<file path="src/rtl/fetch_pkg.sv">
// fetch_pkg: shared types and constants for the instruction-fetch front end.
package fetch_pkg;
   typedef enum logic [1:0] {IDLE, REQ, VALID} fetch_state_e;
   localparam logic [31:0] NOP_INSTR        = 32'h0000_0000;
   localparam logic [31:0] PC_STEP          = 32'd4;
   localparam logic [31:0] DEFAULT_RESET_PC = 32'h0000_0000;
endpackage

</file>
<file path="src/rtl/fetch_redirect_mux.sv">
// fetch_redirect_mux: merges branch/jump redirects into one word-aligned target.
module fetch_redirect_mux (
   input  logic        branch_take,
   input  logic [31:0] branch_target,
   input  logic        jump_take,
   input  logic [31:0] jump_target,
   output logic        redir_o,
   output logic [31:0] target_o
);
   assign redir_o  = branch_take | jump_take;
   assign target_o = (branch_take ? branch_target : jump_target) & 32'hFFFF_FFFC;
endmodule

</file>
<file path="src/rtl/pc_fetch_unit.sv">
// pc_fetch_unit: owns the PC and fetches one word per REQ/ack handshake,
// honouring hazard stalls and branch/jump redirects.
module pc_fetch_unit
   import fetch_pkg::*;
#(
   parameter logic [31:0] RESET_PC = DEFAULT_RESET_PC
) (
   input  logic        clk,
   input  logic        rst,
   input  logic        stall_i,
   input  logic        branch_take,
   input  logic [31:0] branch_target,
   input  logic        jump_take,
   input  logic [31:0] jump_target,
   output logic        imem_req,
   output logic [31:0] imem_addr,
   input  logic        imem_ack,
   input  logic [31:0] imem_rdata,
   output logic [31:0] instru,
   output logic [31:0] sum2sum,
   output logic        instr_valid
);
   localparam logic [31:0] RESET_PC_ALIGNED = RESET_PC & 32'hFFFF_FFFC;

   fetch_state_e state_q;
   logic [31:0]  pc_q, pend_tgt_q, instru_q, sum_q;
   logic         pend_q, valid_q;
   logic         redir;
   logic [31:0]  tgt, pc_inc;

   fetch_redirect_mux u_redirect (
      .branch_take  (branch_take),
      .branch_target(branch_target),
      .jump_take    (jump_take),
      .jump_target  (jump_target),
      .redir_o      (redir),
      .target_o     (tgt)
   );

   assign pc_inc = pc_q + PC_STEP;

   always_ff @(posedge clk or posedge rst) begin
      if (rst) begin
         state_q    <= IDLE;
         pc_q       <= RESET_PC_ALIGNED;
         pend_q     <= 1'b0;
         pend_tgt_q <= '0;
         instru_q   <= NOP_INSTR;
         sum_q      <= '0;
         valid_q    <= 1'b0;
      end else begin
         case (state_q)
            IDLE: begin
               state_q <= REQ;
               pend_q  <= 1'b0;
               if (redir) pc_q <= tgt;
            end
            REQ: begin
               // The request is never withdrawn; a redirect seen while waiting is parked in pend_tgt_q.
               if (imem_ack) begin
                  pend_q <= 1'b0;
                  if (redir || pend_q) begin
                     pc_q    <= redir ? tgt : pend_tgt_q;
                     state_q <= IDLE;
                  end else begin
                     instru_q <= imem_rdata;
                     sum_q    <= pc_inc;
                     valid_q  <= 1'b1;
                     state_q  <= VALID;
                  end
               end else if (redir) begin
                  pend_q     <= 1'b1;
                  pend_tgt_q <= tgt;
               end
            end
            VALID: begin
               pend_q <= 1'b0;
               if (redir) begin
                  pc_q    <= tgt;
                  valid_q <= 1'b0;
                  state_q <= IDLE;
               end else if (!stall_i) begin
                  pc_q    <= pc_inc;
                  valid_q <= 1'b0;
                  state_q <= REQ;
               end
            end
            default: state_q <= IDLE;
         endcase
      end
   end

   assign imem_req    = state_q == REQ;
   assign imem_addr   = pc_q;
   assign instru      = instru_q;
   assign sum2sum     = sum_q;
   assign instr_valid = valid_q;
endmodule

</file>
<file path="config.mk">
export PLATFORM = sky130hd
export DESIGN_NAME = pc_fetch_unit
export DESIGN_NICKNAME = d
export VERILOG_FILES = /design/src/rtl/fetch_pkg.sv /design/src/rtl/fetch_redirect_mux.sv /design/src/rtl/pc_fetch_unit.sv
export SDC_FILE = /design/constraint.sdc
export NUM_CORES = 1
export LEC_CHECK = 0
export CAP_MARGIN = 10
export CORE_ASPECT_RATIO = 0.6
export CORE_UTILIZATION = 45
export DETAILED_ROUTE_END_ITERATION = 7
export GPL_ROUTABILITY_DRIVEN = 0
export GPL_TIMING_DRIVEN = 1
export PLACE_DENSITY = 0.8
export SLEW_MARGIN = 10
export SYNTH_ARGS = -nofsm -noshare
export SYNTH_HDL_FRONTEND = slang
export SYNTH_SLANG_ARGS = --single-unit
</file>
<file path="constraint.sdc">
create_clock -name clk -period 5.8 [get_ports clk]
set_input_delay 1.16 -clock clk [delete_from_list [all_inputs] [get_ports clk]]
set_output_delay 1.16 -clock clk [all_outputs]
set_load 0.02 [all_outputs]
</file>
==> flow_summary_export.csv <==
group,metric,value,unit
sta,remaining_max_slew_budget_at_the_tightest_pin,0.174,
sta,rsz_0062_raised_after_global_routing,"false",
critical_path,timing.critical_path.arrival,3.98,ns
critical_path,path_class,"in2reg",
logic_synthesis,synth_simple_gate_area_share,0.151,
flow_run,max_cap_violations,0,
die,io_pins,200,
clock_tree,cts_repair_resize_count,0,
place,pre_cts_ws,1.70,ns
place,place.detailed.hpwl,16100,um
clock_tree,worst_setup_hold_path_clk_slew,0.06,ns
logic_synthesis,yosys.area_share.adder,0.00861,
cells_and_area,layout-drive-gt1-share,0.0963,
sta,final_period_minus_worst_setup_slack,3.68,ns
sta,finalCritPeriodShare,0.635,
logic_synthesis,yosysUniqueCellTypes,66,
clock_tree,clock_path_buffers,2,
grt,global_route_wire_length_before_repair,35800,um
die,rows,35,
cells_and_area,nNetsFinal,1050,
critical_path,worst_ep_required_time,6.10,ns
logic_synthesis,mappedNetlistNets,883,
clock_tree,clkSinkCount,132,
route,vias_per_cell,5.93,
critical_path,critical_path.startpoint_type,"input port",
sta,timing.final.max_slew_violations,0,
logic_synthesis,flop_and_latch_count_out_of_synthesis,132,
die,fp.dieW,166,um
critical_path,critical_path.max_fanout,68,
clock_tree,tritoncts,"built",
clock_tree,htree_levels,4,
logic_synthesis,async_reset_ff_frac,1.00,
die,area_of_the_core,15500,um2
logic_synthesis,compound_gate_portion_of_the_synthesized_area,0.210,
sta,fin_tns_setup,0,ns
cells_and_area,fill_count,1272,
route,dr_total_vias,6869,
power,power,5.28,mW
sta,hold-worst-slack,0.479,ns
logic_synthesis,synth-edff-count,0,
grt,antenna_violations_before_repair,0,
logic_synthesis,syn-instance-count,776,
hold_path,min_path_type,"reg2reg",
route,wl_per_cell,19.3,um
sta,fmaxAchievable,272,MHz
route,detail_route.iter0.violations,1013,
die,fp.dieH,100,um
logic_synthesis,synth.cell_area,7260,um2
logic_synthesis,portion_of_synthesized_cell_area_occupied_by_the_leading_cell_type,0.455,
clock_tree,cts_inserted_buffers,17,
grt,final_global_route_overflow_total,0,
grt,number_of_global_route_vias_before_repair,6532,
grt,largest_net_degree_at_the_start_of_global_routing,96,
power,power.ir.vdd_worst,289,uV
grt,use_met2,0.403,
logic_synthesis,synthMostInstantiatedCell,"dfrtp_1",
cells_and_area,final_core_utilization,0.637,
sta,worstMarginPinSlew,1.23,ns
logic_synthesis,synth_xor_xnor_area_share,0.0314,
cells_and_area,antenna_cells,0,
clock_tree,cts_hold_buffers,0,
die,start_util,0.467,
run_status,status,"complete, but fails checks",
logic_synthesis,avgSynthCellArea,9.36,um2
route,wire_length_after_detailed_routing,22400,um
power,power_density,533,nW/um2
route,drt_drc_violations_left,17,
sta,timing_hold_violations_final,0,
power,leakage,4.09,nW
place,numPortBuffers,195,
route,drt_first_pass_iters,7,
cells_and_area,seqCellArea,3300,um2
clock_tree,clkLatencyLatePin,0.42,ns
grt,groute.layer.met3.usage,0.0868,
cells_and_area,multi_input_comb_area,3660,um2
logic_synthesis,netlist.top_cell.by_area,"dfrtp_1",
logic_synthesis,yosys_warnings,0,
logic_synthesis,synth_common_cells,"132 x dfrtp_1, 106 x o21ai_0, 102 x nand2_1",
sta,clock_skew,0.0114,ns
logic_synthesis,synth_top_family_by_area,"compound AO/OA/AOI/OAI gates",
route,ant_nets,0,
logic_synthesis,ys_dominant_reg_cell,"dfrtp_1",
grt,grt.met1_usage,0.399,
logic_synthesis,synth.area.mux_share,0.101,
grt,globalRouteTotalUtil,0.278,
logic_synthesis,synth-seq-area-share,0.455,
clock_tree,cts_setup_buffers,0,
sta,setup-violations-final,0,
logic_synthesis,ys_top_cells_by_area,"dfrtp_1 45%, o21ai_0 7.3%, mux2_2 5.6%",
run_status,violations,"design-rule violations",
sta,setup_slack,2.12,ns
die,die_area,16700,um2
cells_and_area,area_growth_syn_to_layout,36.4,%
grt,grt.busiest_layer,"met2",
clock_tree,clockRootBuffer,"clkbuf_16",
critical_path,cp-end-kind,"flop",
## final timing paths
check,to,depth (start not counted),from,slack (ns)
max reg2reg,imem_addr[9],7,state_q[0],2.65
min in group asynchronous,instru[11],2,rst,1.29
min,sum2sum[28],2,sum2sum[28],0.48
max in group asynchronous,imem_addr[7],3,rst,3.42
max,instru[31],7,jump_take,2.12
min reg2reg,sum2sum[28],2,sum2sum[28],0.48
## logic make-up (layout without fill, tap and decap cells)
family          after synthesis  count (layout)
fa+ha+maj                     5               5
xor+xnor                     26              26
flops                       132             132
buf+inv                      78             257
compound gates              244             244
simple gates                223             223
mux                          68              68
## per-layer routing
layer	vias up	share of wire
met5	-	0
met4	0	0.012
met3	24	0.13
met2	427	0.41
met1	3269	0.44
li1	3149	-
## power breakdown
part	switching, mW	internal [mW]	leakage, nW
Sequential	0.389	1.34	1.64
Clock	0.431	0.636	0.266
Combinational	1.35	1.13	2.18
Total	2.17	3.11	4.09
## worst max-delay path, cell delays in order
cell,delay (ns)
clkdlybuf4s50_1,0.45
buf_4,0.28
or2_2,0.47
nor2_1,0.20
nand2_4,0.53
buf_4,0.43
mux2_2,0.38
## through the flow
stage / instance area [um2] / instances
after floorplan: 7260 / 776
after global placement: 9330 / 1127
after detailed placement: 9330 / 1127
after CTS: 9910 / 1158
after global routing: 9910 / 1158
final: 9910 / 1158
## sequential cells by signal (all words and copies together) (netlist names)
signal and flops:
imem_addr 32, instr_valid 1, instru 32, pend_q 1, pend_tgt_q 32, state_q 2, sum2sum 32
## layout by cell type (no fill, tap or decap), types with 6 or more instances in the layout
master | synthesis | layout
o21ai_0 | 106 | 106
nor4_1 | 6 | 6
inv_1 | 18 | 17
mux2i_1 | 31 | 31
and2_1 | 10 | 10
clkdlybuf4s50_1 | 0 | 194
nand4_1 | 11 | 11
nand2_1 | 102 | 101
mux2_2 | 36 | 36
dfrtp_1 | 132 | 132
nor2_1 | 31 | 31
a22oi_1 | 6 | 6
a21o_1 | 6 | 6
and4_1 | 7 | 7
clkbuf_16 | 0 | 17
a21oi_1 | 45 | 45
nand3_1 | 15 | 15
nor3_1 | 11 | 11
a2bb2oi_1 | 6 | 6
o2bb2ai_1 | 18 | 18
a22o_1 | 6 | 6
xnor2_1 | 21 | 21
nor2b_1 | 6 | 6
a31oi_1 | 7 | 7
buf_4 | 4 | 13
## cell type report
class | instances | share of cell area
clock buffer | 18 | 0.0433
clock inverter | 13 | 0.0152
inverter | 18 | 0.00732
multi-input combinational | 566 | 0.369
sequential | 132 | 0.333
tap | 203 | 0.0256
timing repair buffer | 208 | 0.206
No activity file was read; power rests on OpenSTA's default activity.
